==> src/rtl/ifu_fbq_pkg.sv <==
// IFU fetch buffer queue: shared types and defaults.
// Entry layout carried from F2 into the aligner.
package ifu_fbq_pkg;

  localparam int FBQ_DEPTH_DEF = 4;

  typedef struct packed {
    logic [63:0] data;
    logic [28:0] pc;
    logic [1:0]  off;
    logic        fault;
  } fbq_entry_t;

endpackage

==> src/rtl/ifu_fbq_mem.sv <==
// IFU fetch buffer queue storage.
// One gated write port, two combinational read ports.
module ifu_fbq_mem
  import ifu_fbq_pkg::*;
#(
  parameter int DEPTH = FBQ_DEPTH_DEF,
  parameter int AW    = $clog2(DEPTH)
) (
  input  logic            clk,
  input  logic            we,
  input  logic [AW-1:0]   waddr,
  input  fbq_entry_t      wdata,
  input  logic [AW-1:0]   raddr0,
  input  logic [AW-1:0]   raddr1,
  output fbq_entry_t      rdata0,
  output fbq_entry_t      rdata1
);

  fbq_entry_t mem_q [DEPTH];

  // Entries change only on an accepted write; no reset needed.
  always_ff @(posedge clk) begin
    if (we) begin
      mem_q[waddr] <= wdata;
    end
  end

  assign rdata0 = mem_q[raddr0];
  assign rdata1 = mem_q[raddr1];

endmodule

==> src/rtl/ifu_fbq_ctl.sv <==
// IFU fetch buffer queue control: pointers, occupancy,
// consume acceptance, error pulse and masked entry views.
module ifu_fbq_ctl
  import ifu_fbq_pkg::*;
#(
  parameter int FBQ_DEPTH = FBQ_DEPTH_DEF
) (
  input  logic                         clk,
  input  logic                         rst,
  input  logic                         flush,
  input  logic                         wr_valid,
  input  logic [63:0]                  wr_data,
  input  logic [28:0]                  wr_pc,
  input  logic [1:0]                   wr_off,
  input  logic                         wr_fault,
  input  logic [1:0]                   aln_consume,
  output logic                         fb0_valid,
  output logic [63:0]                  fb0_data,
  output logic [28:0]                  fb0_pc,
  output logic [1:0]                   fb0_off,
  output logic                         fb0_fault,
  output logic                         fb1_valid,
  output logic [63:0]                  fb1_data,
  output logic [28:0]                  fb1_pc,
  output logic [1:0]                   fb1_off,
  output logic                         fb1_fault,
  output logic                         ifu_fb_consume1,
  output logic                         ifu_fb_consume2,
  output logic [$clog2(FBQ_DEPTH):0]   fbq_count,
  output logic                         fbq_full,
  output logic                         fbq_empty,
  output logic                         fbq_err
);

  localparam int AW = $clog2(FBQ_DEPTH);
  localparam int PW = AW + 1;

  localparam logic [PW-1:0] DEP = PW'(FBQ_DEPTH);
  localparam logic [PW-1:0] ONE = PW'(1);
  localparam logic [PW-1:0] TWO = PW'(2);

  logic [PW-1:0] wptr_q, wptr_d;
  logic [PW-1:0] rptr_q, rptr_d;
  logic          err_q, err_d;

  logic [PW-1:0] cnt;
  logic [PW-1:0] cnt_left;
  logic [PW-1:0] cons_n;
  logic          cons1;
  logic          cons2;
  logic          cons_bad;
  logic          wr_acc;
  logic          wr_drop;
  logic          mem_we;

  logic [AW-1:0] ra0;
  logic [AW-1:0] ra1;
  fbq_entry_t    wr_ent;
  fbq_entry_t    rd0;
  fbq_entry_t    rd1;
  fbq_entry_t    v0;
  fbq_entry_t    v1;

  // Occupancy, consume acceptance and write admission.
  always_comb begin
    cnt      = wptr_q - rptr_q;
    cons1    = (aln_consume == 2'd1)
             && (cnt >= ONE);
    cons2    = (aln_consume == 2'd2)
             && (cnt >= TWO);
    cons_bad = (aln_consume != 2'd0)
             && !cons1 && !cons2;
    cons_n   = '0;
    if (cons2) begin
      cons_n = TWO;
    end else if (cons1) begin
      cons_n = ONE;
    end
    cnt_left = cnt - cons_n;
    wr_acc   = wr_valid && !flush
             && (cnt_left < DEP);
    wr_drop  = wr_valid && !flush
             && !(cnt_left < DEP);
  end

  // Pointer and error next state; flush wins over traffic.
  always_comb begin
    wptr_d = wptr_q;
    rptr_d = rptr_q;
    err_d  = 1'b0;
    if (flush) begin
      rptr_d = wptr_q;
    end else begin
      rptr_d = rptr_q + cons_n;
      if (wr_acc) begin
        wptr_d = wptr_q + ONE;
      end
      err_d = wr_drop || cons_bad;
    end
  end

  // Control state; reset overrides every same-cycle request.
  always_ff @(posedge clk) begin
    if (rst) begin
      wptr_q <= '0;
      rptr_q <= '0;
      err_q  <= 1'b0;
    end else begin
      wptr_q <= wptr_d;
      rptr_q <= rptr_d;
      err_q  <= err_d;
    end
  end

  assign mem_we = wr_acc && !rst;
  assign ra0    = rptr_q[AW-1:0];
  assign ra1    = rptr_q[AW-1:0] + AW'(1);

  assign wr_ent.data  = wr_data;
  assign wr_ent.pc    = wr_pc;
  assign wr_ent.off   = wr_off;
  assign wr_ent.fault = wr_fault;

  ifu_fbq_mem #(
    .DEPTH (FBQ_DEPTH),
    .AW    (AW)
  ) u_mem (
    .clk    (clk),
    .we     (mem_we),
    .waddr  (wptr_q[AW-1:0]),
    .wdata  (wr_ent),
    .raddr0 (ra0),
    .raddr1 (ra1),
    .rdata0 (rd0),
    .rdata1 (rd1)
  );

  // Entry views, zeroed while the slot holds nothing.
  always_comb begin
    fb0_valid = (cnt >= ONE);
    fb1_valid = (cnt >= TWO);
    v0        = fb0_valid ? rd0 : '0;
    v1        = fb1_valid ? rd1 : '0;
  end

  assign fb0_data  = v0.data;
  assign fb0_pc    = v0.pc;
  assign fb0_off   = v0.off;
  assign fb0_fault = v0.fault;
  assign fb1_data  = v1.data;
  assign fb1_pc    = v1.pc;
  assign fb1_off   = v1.off;
  assign fb1_fault = v1.fault;

  assign ifu_fb_consume1 = cons1 && !flush && !rst;
  assign ifu_fb_consume2 = cons2 && !flush && !rst;

  assign fbq_count = cnt;
  assign fbq_full  = (cnt == DEP);
  assign fbq_empty = (cnt == '0);
  assign fbq_err   = err_q;

endmodule

==> config.mk <==
export PLATFORM = sky130hd
export DESIGN_NAME = ifu_fbq_ctl
export DESIGN_NICKNAME = d
export VERILOG_FILES = /design/src/rtl/ifu_fbq_pkg.sv /design/src/rtl/ifu_fbq_mem.sv /design/src/rtl/ifu_fbq_ctl.sv
export SDC_FILE = /design/constraint.sdc
export NUM_CORES = 1
export LEC_CHECK = 0
export CAP_MARGIN = 10
export CORE_MARGIN = 2
export CORE_UTILIZATION = 48
export CTS_BUF_LIST = sky130_fd_sc_hd__clkbuf_16
export CTS_CLUSTER_SIZE = 24
export DETAILED_ROUTE_END_ITERATION = 7
export HOLD_SLACK_MARGIN = 0.12
export MAX_ROUTING_LAYER = met4
export PLACE_DENSITY = 0.77
export SYNTH_ARGS = -nofsm -noshare
export SYNTH_HDL_FRONTEND = slang
export SYNTH_SLANG_ARGS = --single-unit
==> constraint.sdc <==
create_clock -name clk -period 8.9 [get_ports clk]
set_input_delay 2.225 -clock clk [delete_from_list [all_inputs] [get_ports clk]]
set_output_delay 2.225 -clock clk [all_outputs]
set_load 0.005 [all_outputs]
## Yosys cells after proc, flatten, opt, wreduce, memory -nomap -nowiden

Memory sizes are Yosys's and may differ from the RTL's. A register that Yosys moved wholly into a read port is not among the register bits.
Index checks and enable logic that the tools add are counted.

| storage, ports and cells | value |
|---|---|
| bits in registers | 7 |
| input port bits | 102 |
| output and inout bits | 202 |
| memories | 1 |
| logic and storage cells | 46 |
| RAM bits | 384 |

Memory list:

| memory | words | bits a word | rd ports | clocked after memory_dff | write ports | RTL line | RTL |
|---|---|---|---|---|---|---|---|
| u_mem.mem_q | 4 | 96 | 2 | 1 | 1 | ifu_fbq_mem.sv:19 | `fbq_entry_t mem_q [DEPTH];` |

| cells by class | value |
|---|---|
| muxes and demuxes | 8 |
| order comparisons | 3 |
| eq/ne operators | 3 |
| add/sub/neg operators | 5 |
| bitwise operators | 1 |
| reduce and logical (&&, ||, !) cells | 22 |

Operator list:

| operator | number |
|---|---|
| two-way mux 96 bit | 2 |
| logical AND 1 bit | 12 |
| subtractor 3 bit | 2 |
| logical NOT 1 bit | 5 |
| two-way mux 2 bit | 2 |
| adder 3 x 1 -> 3 bit (second input constant) | 1 |
| adder 3 bit | 1 |
| equality test 3 bit (second input constant) | 1 |
| >= comparator 3 x 1 -> 1 bit (second input constant) | 1 |
| >= comparator 3 x 2 -> 1 bit (second input constant) | 1 |
| logical NOT 3 bit | 1 |
| less-than comparator 3 bit (second input constant) | 1 |
| two-way mux 1 bit | 3 |
| two-way mux 3 bit | 1 |
| adder 2 x 1 -> 2 bit (second input constant) | 1 |
| equality test 2 x 1 -> 1 bit (second input constant) | 1 |
| equality test 2 bit (second input constant) | 1 |
| AND reduction 2 bit | 1 |
| nonzero test 2 bit | 1 |
| OR reduction 2 bit | 1 |
| logical OR 1 bit | 1 |
| inverter 1 bit | 1 |

## Longest topological paths before layout

Gate-level depths: netlist of the first run.

| depth | value |
|---|---|
| depth after elaboration | 11 |
| depth in mapped cells | 17 |
| depth with buffers taken out | 14 |

## By module

A second synthesis of the first run with hierarchy kept.

| unflattened totals | value |
|---|---|
| cells, all modules | 908 |
| area, all modules | 18078.6 µm² |

By module, submodules not included:

| module | area an instance (µm²) | cells an instance | times used |
|---|---|---|---|
| ifu_fbq_mem | 16201.8 | 624 | 1 |
| ifu_fbq_ctl | 1876.8 | 284 | 1 |

## Least setup slack after synthesis of the first run

No wires, ideal clock.

| timing | value |
|---|---|
| path type | reg-to-reg |
| start point | reg rptr_q[1] |
| end point | mem u_mem.mem_q[3][0] in the netlist's numbering, enable pin |
| stages on the path, launching flop included | 16 |
| buffers on the path | 5 |
| path slack | 627 ps |
| clock period less this slack | 8273 ps |
| arrival | 7711 ps |
| setup time | 562 ps |
| data required time | 8338 ps |
| path through | dfxtp_1 clkbuf_1 buf_2 buf_2 buf_2 inv_1 fa_1 xnor3_2 nor2_1 inv_1 clkbuf_1 nand3b_1 ha_1 a21o_1 a211oi_1 nor2b_1 |

| between the ends | value |
|---|---|
| word-level cells in the longest chain between the ends | 11 |
| elaborated cells between the ends (all ways) | 13 |
| those cells by class | add/sub: 2; order compare: 3; mux: 4; reduce/logical: 4 |

RTL lines:

| what | RTL line | RTL |
|---|---|---|
| from (decl) | ifu_fbq_ctl.sv:43 | `logic [PW-1:0] rptr_q, rptr_d;` |
| from (signal assigned) | ifu_fbq_ctl.sv:110 | `rptr_q <= rptr_d;` |
| subtractor 3 bit * | ifu_fbq_ctl.sv:66 | `cnt = wptr_q - rptr_q;` |
| named net fbq_count[2] | ifu_fbq_ctl.sv:29 | `output logic [$clog2(FBQ_DEPTH):0] fbq_count,` |
| >= comparator 3 x 1 -> 1 bit | ifu_fbq_ctl.sv:68 | `&& (cnt >= ONE);` |
| logical AND 1 bit | ifu_fbq_ctl.sv:68 |  |
| two-way mux 1 bit | ifu_fbq_ctl.sv:76 | `end else if (cons1) begin` |
| two-way mux 2 bit | ifu_fbq_ctl.sv:74 | `if (cons2) begin` |
| subtractor 3 bit * | ifu_fbq_ctl.sv:79 | `cnt_left = cnt - cons_n;` |
| less-than comparator 3 bit * | ifu_fbq_ctl.sv:81 | `&& (cnt_left < DEP);` |
| logical AND 1 bit * | ifu_fbq_ctl.sv:81 |  |
| logical AND 1 bit * | ifu_fbq_ctl.sv:115 | `assign mem_we = wr_acc && !rst;` |
| two-way mux 1 bit * | ifu_fbq_mem.sv:23 | `if (we) begin` |
| two-way mux 1 bit (not written as such) * | ifu_fbq_mem.sv:24 | `mem_q[waddr] <= wdata;` |
| to (decl) | ifu_fbq_mem.sv:19 |  |

Mark *: on every way through the listed nets, which the timed path passes. The rest lies on a longest branch.

## Final worst setup path of the first run

| timing | value |
|---|---|
| start point | reg rptr_q[1] |
| end point | out fb1_data[30] |

| between the ends | value |
|---|---|
| word-level cells in the longest chain between the ends | 3 |
| elaborated cells between the ends (all ways) | 5 |
| those cells by class | add/sub: 2; order compare: 1; mux: 1; memory: 1 |

RTL lines:

| what | RTL line | RTL |
|---|---|---|
| subtractor 3 bit / adder 2 x 1 -> 2 bit (equally long branches) | ifu_fbq_ctl.sv:66, ifu_fbq_ctl.sv:117 |  |
| >= comparator 3 x 2 -> 1 bit / memory (4 x 96 bit) (equally long branches) | n/a |  |
| two-way mux 96 bit * | ifu_fbq_ctl.sv:143 | `v1 = fb1_valid ? rd1 : '0;` |
| to (decl) | ifu_fbq_ctl.sv:23 | `output logic [63:0] fb1_data,` |

Every way passes the cells marked *; elsewhere a longest branch is shown, timed or not.

==> results of run 1 <==
-- power groups by stage --
stage               clock network [mW]  registers (mW)  logic, mW
floorplan                            0            2.14      0.691
global placement                     0            2.15       1.52
detailed placement                   0            2.15       1.54
CTS                               1.59            2.12       1.55
global route                      1.66            2.12       1.63
finish                            1.55            2.12       1.52
-- state kept, by name, summed over array words and instances, names as in the netlist --
signal	count
u_mem.mem_q	384
rptr_q	3
wptr_q	3
fbq_err	1
-- worst paths after layout --
kind / from / endpoint / slack (ps) / depth (start not counted)
setup reg to reg: rptr_q[1]$_SDFF_PP0_ / u_mem.mem_q[0][46]$_DFFE_PP_ / 2450 / 11
setup / recovery: rptr_q[1]$_SDFF_PP0_ / fb1_data[30] / 1810 / 8
hold / removal: wptr_q[2]$_SDFFE_PP0P_ / rptr_q[2]$_SDFF_PP0_ / 580 / 2
hold reg to reg: wptr_q[2]$_SDFFE_PP0P_ / rptr_q[2]$_SDFF_PP0_ / 580 / 2
-- layout make-up --
cell class / instances / share of cell area (%)
diodes: 3 / 0.0331
clock buffers: 43 / 4.74
clock inverters: 30 / 0.684
inverters: 9 / 0.149
multi-input cells: 440 / 26.4
flip-flops and latches: 391 / 51.5
well taps: 468 / 2.58
repair buffers: 318 / 13.9
-- cells in the final DEF (no fill, tap or decap), types with 10 or more instances in the layout --
cell type	Yosys	routed
nor2b_1	98	97
mux4_2	192	192
nor2_1	12	12
inv_1	9	19
clkinv_1	0	10
edfxtp_1	384	384
and2_1	96	96
buf_4	0	14
clkbuf_16	0	43
clkdlybuf4s50_1	0	303
-- logic make-up after synthesis --
logic type	synth area share (%)
buf+inv	1.78
xor+xnor	0.181
fa+ha+maj	0.710
flops	65.0
compound gates	0.480
simple gates	7.58
mux	24.3
-- tightest hold or removal path: stages (launching register included) --
cell and delay (ps):
dfxtp_1 350, a21oi_1 130, nor2_1 50
-- metal layers --
metal | vias up | global-route usage, % | part of all wire [%] | routed length (µm)
met4 | 0 | 4.73 | 1.7 | 673
met1 | 5175 | 26.3 | 39 | 15500
met5 | - | - | 0 | 0
met3 | 58 | 4.03 | 7.1 | 2790
met2 | 336 | 35.4 | 52 | 20500
li1 | 4295 | - | - | -
-- metrics by stage --
| step | std cells | instance area [µm²] | worst slack, ps |
|---|---|---|---|
| global placement | 1626 | 21500 | 2390 |
| detailed placement | 1626 | 21500 | 2190 |
| finish | 1702 | 22700 | 1810 |
| CTS | 1699 | 22700 | 1640 |
| floorplan | 905 | 18000 | 627 |
| global route | 1702 | 22700 | 1420 |
==> qor.txt, run 1 <==
type of the worst min-delay path - flip-flop to flip-flop
Congestion Overflow GR - 0
Num CTS Buffers - 41
clock-pin slew on the worst setup and hold paths - 60 ps
site row count - 70
final setup vio count - 0
CP max FO - 67
Slowest-stage cell, CP - dfxtp_4
I/O Buffers - 303
power share of the clock group - 29.9%
post-CTS setup buffers - 0
pin count of the biggest net entering global routing - 141
Slew @ Worst Pin - 1090 ps
Pwr Total - 5.18 mW
Sw Ratio - 25.8%
Combinational Power Share - 29.3%
Worst Setup Path Type - flip-flop to output port
Resize count post-CTS - 0
Final Hold Fails - 0
core region area - 36700 µm²
die area - 39000 µm²
max-cap violation count - 0
Initial Utilization - 49.0%
crit-path cells - inv_1 -> fa_1 -> xnor3_2 -> nor2_1 -> inv_2 -> buf_4 -> and2_1 -> clkdlybuf4s50_1
Post-route DRC - 0
post-synth top area share - 64.2%
Seq. cell area - 11700 µm²
WL per Instance - 23.1 µm
Clk Latency, worst-skew pair - 530 ps
EDFF count, synth - 384
Die Span X - 197 µm
number of routed nets with antenna violations - 0
Worst Path Arrival - 4860 ps
Synth Area per Inst - 19.9 µm²
global placer's final weighted congestion - 0.783
die height - 197 µm
Tmin final - 7090 ps
Buf/Inv on CP - 4
Max Fclk - 141 MHz
CP required - 6680 ps
clk root buf - clkbuf_16
fraction of layout cells with a size suffix above 1 - 22.2%
CTS tree - built
CP Capture Type - output port
RSZ-0062 raised after global routing - no
initial antenna violation count - 3
Ys Warns - 0
fin crit share - 79.7%
Post-synth ARST share - 0%
Post-Synthesis Cells - 905
Pins Over Slew Limit - 0
initial drt markers - 570
leakage - 7.03 nW
Mapped Area - 18000 µm²
global routing usage summed across all routing layers - 20.9%
net switching power - 1.34 mW
vias - 9864
H-tree Lvls - 2
DR vias/cell - 5.80
pwr dens - 228 nW/µm²
Slowest Stage Delay on Critical Path - 1030 ps
Seq pwr share - 40.8%
io pins - 304
status - finished, final reports clean
WHS - 578 ps
dpl hpwl - 24700 µm
largest area contributor in the netlist - edfxtp_1
Layout Utilization - 61.9%
number of global-route vias before repair - 10.6k
skew final - 13.2 ps
Pint - 3.84 mW
most instantiated library cell after synthesis - edfxtp_1
CTS Sinks - 391
fillcell total - 2555
top post-synthesis cells by count - edfxtp_1 (384), mux4_2 (192), nor2b_1 (98)
setup_tns - 0 ps
syn nets - 1016
main flop type after synthesis - edfxtp_1
Synth Register Bits - 391
max_slew headroom - 27.4%
Post-layout nets - 1312
worst vdd ir - 0.000162 V
first-pass GRT wire length - 59800 µm
Routed WL - 39400 µm
post-synthesis cell type count - 33
ranking of synthesized cells by area - edfxtp_1 (64%), mux4_2 (24%), nor2b_1 (3.4%)
critical path's top delay family - buffers and inverters
Clock Path Buffers - 3
Syn-to-layout area delta - 26.3%
crit start category - flip-flop
First-pass DRT Iterations - 5
multi-input logic area - 6000 µm²
Hold Buf Count CTS - 0
sequential-to-total area share from yosys stat - 65.0%
Power figures use the tool's default switching activity.
==> run 2, diff against run 1 <==
clock period = 6.4 ns   (was 8.9 ns; I/O delays follow)
==> run 2 against run 1 <==
Hold slack worse by 21 ps. Via count is 0.82% lower. Register-to-register slack worse by 500 ps. Die area stayed put. Critical path type unchanged. Largest power group unchanged.
==> qor.txt, run 2 (synthesized netlist as in run 1, its figures left out) <==
initial antenna violation count - 3
Num CTS Buffers - 40
final setup vio count - 0
site row count - 70
post-CTS setup buffers - 0
worst vdd ir - 0.000288 V
status - finished, final reports clean
vias - 9783
H-tree Lvls - 2
commonest non-fill, non-tap cell in the layout - edfxtp_1
critical path's top delay family - buffers and inverters
max_slew headroom - 32.9%
CP Capture Type - output port
dpl hpwl - 24500 µm
fillcell total - 2572
r2r endpoint - u_mem.mem_q[2][51]$_DFFE_PP_
leading cell types in the layout, fill and taps excluded - edfxtp_1 (384), clkdlybuf4s50_1 (303), mux4_2 (192)
Tmin final - 5360 ps
Slowest Stage Delay on Critical Path - 890 ps
Die Span X - 197 µm
CP required - 4800 ps
clock-pin slew on the worst setup and hold paths - 60 ps
fin crit share - 83.8%
die height - 197 µm
I/O Buffers - 303
multi-input logic area - 6000 µm²
Most flops, register - u_mem.mem_q
top flop regs - u_mem.mem_q (384), rptr_q (3), wptr_q (3)
RSZ-0062 raised after global routing - no
Layout Utilization - 62.0%
Seq. cell area - 11700 µm²
Syn-to-layout area delta - 26.7%
Worst Path Arrival - 3760 ps
DR vias/cell - 5.75
hold path depth - 2
worst r2r path cells - 11
most used cell, CP - buf_4
leakage - 7.05 nW
fraction of layout cells with a size suffix above 1 - 22.7%
Max Fclk - 186 MHz
number of routed nets with antenna violations - 0
Initial Utilization - 49.0%
WL per Instance - 22.7 µm
Hold Buf Count CTS - 0
Buf/Inv on CP - 3
Slew @ Worst Pin - 1010 ps
Worst Hold Endpoint - rptr_q[2]$_SDFF_PP0_
core region area - 36700 µm²
Hold Crit Start - wptr_q[2]$_SDFFE_PP0P_
Resize count post-CTS - 0
Pwr Total - 7.23 mW
Clock Path Buffers - 3
crit-path cells - buf_4 -> buf_4 -> mux4_2 -> nor2b_1 -> clkdlybuf4s50_1
global routing usage summed across all routing layers - 20.5%
Post-route DRC - 0
worst reg2reg startpoint - rptr_q[1]$_SDFF_PP0_
CTS tree - built
pwr dens - 317 nW/µm²
setup slack, reg-to-reg - 1950 ps
pin count of the biggest net entering global routing - 117
Worst Setup Path Type - flip-flop to output port
Final Hold Fails - 0
io pins - 304
type of the worst min-delay path - flip-flop to flip-flop
First-pass DRT Iterations - 7
crit start category - flip-flop
setup_tns - 0 ps
global placer's final weighted congestion - 0.791
Congestion Overflow GR - 0
clk root buf - clkbuf_16
CTS Sinks - 391
CP max FO - 62
number of global-route vias before repair - 10.3k
initial drt markers - 624
Post-layout nets - 1314
first-pass GRT wire length - 59200 µm
skew final - 10.6 ps
die area - 39000 µm²
max-cap violation count - 0
max FFs per register - 384
Routed WL - 38600 µm
Slowest-stage cell, CP - buf_4
Clk Latency, worst-skew pair - 510 ps
Pins Over Slew Limit - 0
run 2: cell types whose count changed in the layout (fill, tap and decap cells not counted):
cell,delta
clkinv_2,+5
inv_1,-4
buf_12,+3
clkinv_1,-3
bufinv_16,+2
clkbuf_16,-2
clkinv_4,+1
clkinvlp_4,-1
inv_6,-1
run 2: worst max-delay path by stage:
stage	depth (start not counted)	end	from	slack, ps
finish	5	fb0_pc[2]	rptr_q[0]$_SDFF_PP0_	1040
global route	5	fb0_data[10]	rptr_q[0]$_SDFF_PP0_	790
CTS	5	fb0_pc[1]	rptr_q[0]$_SDFF_PP0_	1000
detailed placement	4	ifu_fb_consume1	rst	1500
global placement	4	ifu_fb_consume1	rst	1500
floorplan	15	u_mem.mem_q[0][0]$_DFFE_PP_	rptr_q[1]$_SDFF_PP0_	190
run 2: power by group:
part	switching (mW)	total, mW	internal (mW)
Clock	0.896	2.17	1.28
Sequential	0.0343	2.93	2.89
Combinational	0.918	2.12	1.20
Total	1.85	7.23	5.38
run 2: layer usage:
layer	track usage (%)	vias up	share of wire [%]
li1	-	4308	-
met1	26.1	5123	40
met2	33.1	306	50
met3	5.99	46	8.2
met4	4.29	0	1.5
met5	-	-	0
run 2: tightest hold or removal path, cell delays in order, from the launching register on:
cell     delay, ps
dfxtp_1        340
a21oi_1        130
nor2_1          40
run 2: metrics by stage:
step           instances  hold slack [ps]  setup WS [ps]  cell area [µm²]
2_1_floorplan        905              493            187            18000
3_3_place_gp        1629              548           1500            21500
3_5_place_dp        1629              559           1500            21500
4_1_cts             1699              565            999            22800
5_1_grt             1702              604            793            22800
6_report            1702              557           1040            22800
run 2: cell type report:
type,instances,area share (%)
clock inverter,29,0.907
timing repair buffer,321,14.1
multi-input combinational,440,26.4
antenna,3,0.0330
tap,468,2.57
inverter,9,0.148
clock buffer,41,4.51
sequential,391,51.3
==> run 3, diff against run 2 <==
CORE_UTILIZATION = 51   (was 48)
PLACE_DENSITY = 0.78   (was 0.77)
clock period = 5.2 ns   (was 6.4 ns; I/O delays follow)
==> run 3 against run 2 <==
Routed wire length increased by 0.64%. Register-to-register slack worse by 690 ps. Worst setup slack lost 520 ps. Non-clock buffer count stayed put. Count of clock-buffer cells in the layout did not move. Final area rose by 0.74%. Final cell count shrank 0.65%. Clock power grew 36%. Highest routed layer unchanged. Flip-flop and latch count unchanged.
==> qor.txt, run 3 (synthesized netlist as in run 1, its figures left out) <==
status - finished, final reports clean
fillcell total - 2346
type of the worst min-delay path - flip-flop to flip-flop
site row count - 68
Pint - 6.89 mW
Clock Path Buffers - 3
Slowest Stage Delay on Critical Path - 550 ps
Worst Path Arrival - 3390 ps
Non-Filler Instances - 1691
global placer's final weighted congestion - 0.823
dpl cells - 1616
Clk Latency, worst-skew pair - 510 ps
leading cell types in the layout, fill and taps excluded - edfxtp_1 (384), clkdlybuf4s50_1 (303), mux4_2 (192)
worst reg2reg startpoint - wptr_q[0]$_SDFFE_PP0P_
Post-route DRC - 0
Most flops, register - u_mem.mem_q
r2r endpoint - u_mem.mem_q[0][83]$_DFFE_PP_
crit start category - flip-flop
most used cell, CP - inv_1
io pins - 304
Max Fclk - 213 MHz
Pins Over Slew Limit - 0
H-tree Lvls - 2
Post-Place Worst Slack - 840 ps
max-cap violation count - 0
net switching power - 2.31 mW
leakage - 7.12 nW
CTS Sinks - 391
fraction of layout cells with a size suffix above 1 - 22.8%
crit-path cells - inv_1 -> ha_1 -> inv_1 -> fa_1 -> nand2b_1 -> nor2_4 -> buf_4 -> nor2b_1 -> clkdlybuf4s50_1
initial antenna violation count - 5
Post-layout nets - 1314
first-pass GRT wire length - 59200 µm
Layout Utilization - 66.2%
commonest non-fill, non-tap cell in the layout - edfxtp_1
Pwr Total - 9.19 mW
Hold Crit Start - wptr_q[2]$_SDFFE_PP0P_
power share of the clock group - 32.2%
Syn-to-layout area delta - 27.6%
worst vdd ir - 0.000280 V
CP required - 3900 ps
WL per Instance - 23.0 µm
global routing usage summed across all routing layers - 22.0%
pin count of the biggest net entering global routing - 148
number of routed nets with antenna violations - 0
die height - 192 µm
hold path depth - 2
worst r2r path cells - 13
Congestion Overflow GR - 0
setup_tns - 0 ps
DR vias/cell - 5.84
CP max FO - 45
cell area after layout - 22900 µm²
skew final - 10.5 ps
top flop regs - u_mem.mem_q (384), rptr_q (3), wptr_q (3)
die area - 36700 µm²
vias - 9874
RSZ-0062 raised after global routing - no
CP Capture Type - output port
clock-pin slew on the worst setup and hold paths - 70 ps
Num CTS Buffers - 40
Slew @ Worst Pin - 1060 ps
Combinational Power Share - 28.6%
DP Area - 21600 µm²
max FFs per register - 384
I/O Buffers - 303
WHS - 576 ps
max_slew headroom - 29.2%
PnR worst setup slack - 515 ps
pwr dens - 401 nW/µm²
dpl hpwl - 23700 µm
fin crit share - 90.1%
clk root buf - clkbuf_16
Die Span X - 192 µm
Initial Utilization - 51.9%
Sw Ratio - 25.1%
Seq pwr share - 39.2%
final setup vio count - 0
Worst Hold Endpoint - rptr_q[2]$_SDFF_PP0_
initial drt markers - 605
number of global-route vias before repair - 10.3k
core region area - 34600 µm²
Final Hold Fails - 0
Routed WL - 38900 µm
First-pass DRT Iterations - 4
CTS tree - built
Hold Buf Count CTS - 0
Worst Setup Path Type - flip-flop to output port
Tmin final - 4690 ps
post-CTS setup buffers - 0
Resize count post-CTS - 0
setup slack, reg-to-reg - 1260 ps
Slowest-stage cell, CP - buf_4
==> run 3: area by class of cell <==
cell class	count	area [µm²]	share of cell area, %
antenna	4	10.0	0.0437
tap	455	569	2.48
clock buffer	41	1030	4.47
clock inverter	30	339	1.48
inverter	9	33.8	0.147
timing repair buffer	321	3270	14.3
multi-input combinational	440	6000	26.2
sequential	391	11700	50.9
==> run 3: worst max-delay path by stage <==
stage                           start                     endpoint  slack (ps)  depth (start not counted)
2_1_floorplan    rptr_q[1]$_SDFF_PP0_  u_mem.mem_q[3][0]$_DFFE_PP_          20                         15
3_3_place_gp                      rst              ifu_fb_consume1         890                          4
3_5_place_dp                      rst              ifu_fb_consume1         840                          4
4_1_cts        wptr_q[0]$_SDFFE_PP0P_                 fb0_data[51]         480                          9
5_1_grt        wptr_q[0]$_SDFFE_PP0P_                   fb1_pc[25]         320                         10
6_report       wptr_q[0]$_SDFFE_PP0P_                 fb0_data[34]         510                          9
==> run 3: layer usage <==
| layer | track usage [%] | wire, µm |
|---|---|---|
| met1 | 27.7 | 15100 |
| met2 | 36.3 | 19700 |
| met3 | 5.32 | 3100 |
| met4 | 5.47 | 896 |
| met5 | - | 0 |
==> run 3: worst max-delay path, delay by kind of cell, from the launching register on <==
| family | cells | cell delay [ps] |
|---|---|---|
| buf+inv | 4 | 1220 |
| fa+ha+maj | 2 | 690 |
| simple gates | 3 | 520 |
| flops | 1 | 400 |
==> run 3: power groups by stage <==
stage / Combinational, mW / Clock [mW] / Sequential, mW
floorplan: 1.18 / 0 / 3.66
finish: 2.63 / 2.96 / 3.60
CTS: 2.68 / 3.03 / 3.60
global route: 2.84 / 3.15 / 3.61
global placement: 2.64 / 0 / 3.66
detailed placement: 2.66 / 0 / 3.67
